--- src/rtl/mac_psum_accumulator.sv ---
// mac_psum_accumulator
//   Signed multiply-accumulate stage of the PE datapath. It feeds the psum truncator.
//   A window starts when `start` is seen in IDLE. The accumulator is seeded with
//   psum_in, and acc_len ifmap x filter products are summed into it. The
//   full-width psum is then offered on a valid/ready port.
//   Pipeline: stage 1 registers the product, stage 2 adds it into the accumulator.
//   Ports:
//     clk, rst_n          clock, synchronous active-low reset
//     start               begin a window (IDLE only)
//     acc_len             products in the window, latched on start
//     psum_in             accumulator seed, latched on start
//     in_valid/in_ready   ifmap/filter pair handshake
//     ifmap, filter       signed operands
//     out_valid/out_ready result handshake
//     out_psum            accumulated psum, full width
//     busy                high whenever not IDLE
module mac_psum_accumulator #(
  parameter int DATA_WIDTH = 16,
  parameter int CNT_WIDTH  = 8
) (
  input  logic                    clk,
  input  logic                    rst_n,
  input  logic                    start,
  input  logic [CNT_WIDTH-1:0]    acc_len,
  input  logic [2*DATA_WIDTH-1:0] psum_in,
  input  logic                    in_valid,
  output logic                    in_ready,
  input  logic [DATA_WIDTH-1:0]   ifmap,
  input  logic [DATA_WIDTH-1:0]   filter,
  output logic                    out_valid,
  input  logic                    out_ready,
  output logic [2*DATA_WIDTH-1:0] out_psum,
  output logic                    busy
);

  localparam int PW = 2 * DATA_WIDTH;

  typedef enum logic [1:0] {
    IDLE  = 2'd0,
    ACCUM = 2'd1,
    DONE  = 2'd2
  } state_t;

  state_t               state_r;
  state_t               state_nx_s;
  logic [CNT_WIDTH-1:0] remaining_r;
  logic [PW-1:0]        prod_r;
  logic                 p_vld_r;
  logic [PW-1:0]        acc_r;
  logic [PW-1:0]        out_psum_r;
  logic [PW-1:0]        ifmap_ext_s;
  logic [PW-1:0]        filter_ext_s;
  logic                 accept_s;
  logic                 xfer_s;

  // Sign-extend both operands to the product width. The low PW bits of the
  // product are then the exact signed product.
  assign ifmap_ext_s  = {{DATA_WIDTH{ifmap[DATA_WIDTH-1]}}, ifmap};
  assign filter_ext_s = {{DATA_WIDTH{filter[DATA_WIDTH-1]}}, filter};

  // All outputs are decoded purely from registered state.
  assign in_ready  = (state_r == ACCUM) && (remaining_r != '0);
  assign out_valid = (state_r == DONE);
  assign busy      = (state_r != IDLE);
  assign out_psum  = out_psum_r;

  assign accept_s = in_valid & in_ready;
  assign xfer_s   = out_valid & out_ready;

  // State register
  always_ff @(posedge clk) begin
    if (!rst_n) begin
      state_r <= IDLE;
    end else begin
      state_r <= state_nx_s;
    end
  end

  // Next-state logic
  always_comb begin
    state_nx_s = state_r;
    case (state_r)
      IDLE: begin
        if (start) begin
          state_nx_s = (acc_len == '0) ? DONE : ACCUM;
        end else begin
          state_nx_s = IDLE;
        end
      end
      ACCUM: begin
        // Leave only when every product has reached the accumulator.
        if ((remaining_r == '0) && !p_vld_r) begin
          state_nx_s = DONE;
        end else begin
          state_nx_s = ACCUM;
        end
      end
      DONE: begin
        if (xfer_s) begin
          state_nx_s = IDLE;
        end else begin
          state_nx_s = DONE;
        end
      end
      default: state_nx_s = IDLE;
    endcase
  end

  // Datapath: window counter, product stage, accumulator and held result
  always_ff @(posedge clk) begin
    if (!rst_n) begin
      remaining_r <= '0;
      prod_r      <= '0;
      p_vld_r     <= 1'b0;
      acc_r       <= '0;
      out_psum_r  <= '0;
    end else begin
      p_vld_r <= accept_s;
      if (state_r == IDLE && start) begin
        acc_r       <= psum_in;
        remaining_r <= acc_len;
      end else if (p_vld_r) begin
        acc_r <= acc_r + prod_r;  // wraps modulo 2^PW
      end
      if (accept_s) begin
        prod_r      <= ifmap_ext_s * filter_ext_s;
        remaining_r <= remaining_r - CNT_WIDTH'(1);
      end
      // Capture the result on entry to DONE. A zero-length window goes
      // straight from IDLE, so the result there is the seed itself.
      if (state_nx_s == DONE && state_r != DONE) begin
        out_psum_r <= (state_r == IDLE) ? psum_in : acc_r;
      end
    end
  end

endmodule

--- config.mk ---
export PLATFORM = sky130hd
export DESIGN_NAME = mac_psum_accumulator
export DESIGN_NICKNAME = d
export VERILOG_FILES = /design/src/rtl/mac_psum_accumulator.sv
export SDC_FILE = /design/constraint.sdc
export NUM_CORES = 1
export LEC_CHECK = 0
export CAP_MARGIN = 20
export CORE_MARGIN = 2
export CORE_UTILIZATION = 60
export DETAILED_ROUTE_END_ITERATION = 7
export PLACE_DENSITY = 0.81
export SLEW_MARGIN = 20
export SYNTH_ARGS = -nofsm -noshare
export SYNTH_HDL_FRONTEND = slang
export SYNTH_SLANG_ARGS = --single-unit
--- constraint.sdc ---
create_clock -name clk -period 11.86 [get_ports clk]
set_input_delay 2.965 -clock clk [delete_from_list [all_inputs] [get_ports clk]]
set_output_delay 2.965 -clock clk [all_outputs]
set_load 0.01 [all_outputs]
# Word-level counts from Yosys, hierarchy flattened
# Cells that the tools add are included.
[word_totals]
regBits = 107
inputBits = 77
output_inout_bits = 35
elab_cells = 37
[op_classes]
n_addsub = 2
multipliers = 1
eq_ne = 4
muxes = 10
bitwise_logic = 2
reduce_logical = 12
[ops]
columns = ["op", "count"]
rows = [
  ["32-bit 2-to-1 mux", 3],
  ["32-bit adder", 1],
  ["16-bit by 16-bit multiplier with 32-bit output", 1],
  ["8-bit logical NOT", 2],
  ["8-bit 2-to-1 mux", 2],
  ["2-bit 2-to-1 mux", 4],
  ["8-bit nonzero test", 1],
  ["8-bit by 1-bit subtractor with 8-bit output (second input constant)", 1],
  ["2-bit case mux with 3 select lines", 1],
  ["2-bit nonzero test", 3],
  ["2-bit == test (second input constant)", 2],
  ["1-bit logical AND", 4],
  ["1-bit AND", 2],
  ["2-bit by 1-bit == test with 1-bit output (second input constant)", 1],
  ["2-bit logical NOT", 1],
  ["2-bit != test (second input constant)", 1],
  ["1-bit logical NOT", 1],
]

# Logic depth before layout (Yosys ltp)
[logic_depth]
ltp_word = 6
ltp_mapped = 23
mapped_depth_nobuf = 21

# Worst setup path before layout
# Ideal clock, no wire load.
[synth_timing]
kind = "input -> register"
startpoint = "input port ifmap[15]"
endpoint = "register prod_r[30]"
setup_time_ps = 79
arrival_ps = 8531
required_ps = 11781
slack_ps = 3250
path_stages = 21
path_buffers = 2
path_cell_list = "clkbuf_1 nand2_1 inv_1 fa_1 fa_1 fa_1 fa_1 fa_1 inv_1 fa_1 inv_1 ha_1 clkbuf_1 nand3_1 or2_2 or3_1 o221ai_1 o41ai_1 a21oi_1 nand4b_1 o211ai_1"
[synth_via]
elab_chain_cells = 1
[synth_lines]
columns = ["item", "line", "rtl"]
rows = [
  ["start: declaration", "28", "input logic [DATA_WIDTH-1:0] ifmap,"],
  ["16-bit by 16-bit multiplier with 32-bit output", "126", "prod_r <= ifmap_ext_s * filter_ext_s;"],
  ["end signal: assignment", "126", ""],
  ["end: declaration", "47", "logic [PW-1:0] prod_r;"],
]
# Every way passes these cells.
# A chain may end at the register's enable or synchronous reset.

# Final worst setup path
[layout_timing]
startpoint = "input port filter[1]"
endpoint = "register prod_r[30]"
[layout_via]
elab_chain_cells = 1
[layout_lines]
columns = ["item", "line", "rtl"]
rows = [
  ["start: declaration", "29", "input logic [DATA_WIDTH-1:0] filter,"],
  ["16-bit by 16-bit multiplier with 32-bit output", "126", ""],
]
# Every way passes these cells.

==> impl_metrics.env <==
export IMPL_outcome="finished with violations"
export IMPL_violations="DRC"
export IMPL_slowest_delay_ps=900
export IMPL_max_slew_margin_pct=40.22
export IMPL_yosys_warnings=0
export IMPL_regArea_um2=2142
export IMPL_cts_setup_buffers=0
export IMPL_gp_congestion=0.9097
export IMPL_port_buffer_count=111
export IMPL_synth_edf_count=0
export IMPL_die_x_um=167.5
export IMPL_grt_pass1_vias=14030
export IMPL_synth_cells=1890
export IMPL_via_per_inst=5.756
export IMPL_clock_sinks=107
export IMPL_hp_class="reg2reg"
export IMPL_worstPathRequired_ps=12140
export IMPL_final_nets=2389
export IMPL_hpwl_mm=29.86
export IMPL_syn_cell_area_um2=16050
export IMPL_grt_usage_pct=27.89
export IMPL_finalWirelength_mm=36.99
export IMPL_path_common_cell="fa_1"
export IMPL_grt_busiest_layer="met2"
export IMPL_drtAntennaViolNets=0
export IMPL_multi_input_area_um2=12310
export IMPL_grt_pass1_wl_mm=64.63
export IMPL_die_height_um=167.5
export IMPL_cts_path_max_buffers=2
export IMPL_fin_crit_sh_pct=79.26
export IMPL_clkLatencyLatePin_ps=350
export IMPL_rsz0062_at_grt="false"
export IMPL_hold_ws_ps=457.4
export IMPL_ioPinCount=112
export IMPL_setup_violations=0
export IMPL_htree_levels=3
export IMPL_core_area_um2=26130
export IMPL_cts_resized=0
export IMPL_cp_start_kind="input port"
export IMPL_first_pass_iters=8
export IMPL_drive_above_1_share_pct=2.629
export IMPL_path_max_fanout=16
export IMPL_rr_worst_depth=11
export IMPL_period_needed_ps=9400
export IMPL_clkTransAtPathRegs_ps=70
export IMPL_initial_core_util_pct=61.40
export IMPL_use_met3_pct=3.191
export IMPL_hold_viol=0
export IMPL_cts_tree="built"
export IMPL_ys_seq_area_share_pct=13.35
export IMPL_crit_arrival_ps=9680
export IMPL_final_cell_mix="317 x inv_1, 276 x nand2_1, 263 x fa_1"
export IMPL_overflow=0
export IMPL_cts_root_buf="clkbuf_16"
export IMPL_met2_usage_pct=52.34
export IMPL_synth_seq_cells=107
export IMPL_synth_cell_types=71
export IMPL_std_cell_rows=59
export IMPL_final_common_cell="inv_1"
export IMPL_cts_hold_buffers_added=0
export IMPL_dr_total_vias=13100
export IMPL_met1_usage_pct=33.18
export IMPL_numCtsBuffers=9
export IMPL_postSynthNetCount=2344
export IMPL_end_kind="flip-flop"
export IMPL_fin_skew_ps=10.61
export IMPL_antenna_found_initial=0
export IMPL_min_path_cells=2
export IMPL_async_reset_ff_share_pct=0
export IMPL_synth_flop_cell="dfxtp_1"
export IMPL_drt_first_iter_violations=856
export IMPL_nFillCells=2178
export IMPL_drv_cap=0
export IMPL_dieArea_um2=28070
export IMPL_antennaDiodeCount=0
export IMPL_tightest_slew_ps=895.7
export IMPL_fmax_mhz=106.4
export IMPL_cp_slowest_cell="clkdlybuf4s50_1"
export IMPL_maxSlewViolCount=0
export IMPL_drc=4
export IMPL_area_delta_synth_final_pct=9.473
export IMPL_path_cells="clkdlybuf4s50_1 > nand2_1 > inv_1 > fa_1 > fa_1 > fa_1 > fa_1 > fa_1 > inv_1 > fa_1 > inv_1 > ha_1 > nand3_1 > or2_2 > or3_1 > o221ai_1 > o41ai_1 > a21oi_1 > nand4b_1 > o211ai_1"
export IMPL_setup_tns_ps=0
export IMPL_grt_start_max_net_pins=65
export IMPL_syn_area_per_cell_um2=8.490
export IMPL_wl_per_cell_um=16.26
export IMPL_path_class="in2reg"
-- metrics by stage --
stage / utilization (%) / instances / setup WS (ps) / instance area, um2
after CTS: 67.22 / 2275 / 2504 / 17570
after floorplan: - / 1890 / 3250 / 16050
final: 67.22 / 2275 / 2460 / 17570
after global placement: 66.03 / 2259 / 2364 / 17260
after global routing: 67.22 / 2275 / 2082 / 17570
after detailed placement: 66.03 / 2259 / 2157 / 17260
-- cell usage after synthesis, types with 7 or more instances --
cell type  count  area share (%)
nand3_1       23            0.72
inv_1        317             7.4
a21oi_1      106             3.3
o21ai_0       55             1.7
nor3_1        17            0.53
a311oi_1      34             1.9
a21o_1        20            0.94
xnor2_1       41             2.2
nor2_1        99             2.3
fa_1         263              33
ha_1         114             8.9
and2_1       132             5.1
dfxtp_1      107              13
o211ai_1      10            0.47
nand2b_1       8            0.31
a211oi_1      18            0.84
or3_1         13            0.51
a31oi_1       11            0.43
xor2_1        17            0.93
o21bai_1       9            0.42
nand2_1      276             6.5
and3_1        10            0.39
buf_1          7            0.16
clkbuf_1      70             1.6
nor4_1         7            0.27
-- cells by family (layout without fill, tap and decap cells) --
family / after synthesis / count (layout) / share of synthesized area (%)
buffers and inverters: 405 / 455 / 9.973
multiplexers: 6 / 6 / 0.3743
flip-flops: 107 / 107 / 13.35
AND/OR/NAND/NOR: 610 / 610 / 17.84
adder cells (fa/ha/maj): 377 / 377 / 41.70
AO/OA/AOI/OAI: 327 / 327 / 13.60
XOR/XNOR: 58 / 58 / 3.166
-- routing by layer --
metal	up-vias	part of all wire [%]
li1	6145	-
met1	6481	39
met2	375	53
met3	95	4.1
met4	0	3.5
met5	-	0
-- worst max-delay path, delay by kind of cell --
kind                       cells  cell delay [ps]
AOI/OAI and AO/OA              4              550
buffers and inverters          4             1180
and+or+nand+nor                5             1170
adders and majority gates      7             3800
-- state kept, by name, indices dropped and copies added (netlist names) --
name	cells
p_vld_r	1
remaining_r	8
state_r	2
out_psum	32
prod_r	32
acc_r	32
-- final timing paths --
| kind | slack, ps | end | start |
|---|---|---|---|
| max reg2reg | 8780 | acc_r[26] | acc_r[0] |
| min | 460 | prod_r[6] | prod_r[6] |
| max | 2460 | prod_r[30] | filter[1] |
| min reg2reg | 460 | prod_r[6] | prod_r[6] |
-- layout make-up --
cell class | instances | area share [%]
inverter | 318 | 6.795
multi-input combinational | 1378 | 70.10
clock inverter | 6 | 0.4131
timing repair buffer | 121 | 6.752
sequential | 107 | 12.19
clock buffer | 10 | 1.360
tap | 335 | 2.386
Power is not shown: default switching activity piles up to over one toggle a cycle in this logic, so the estimate is an artifact.
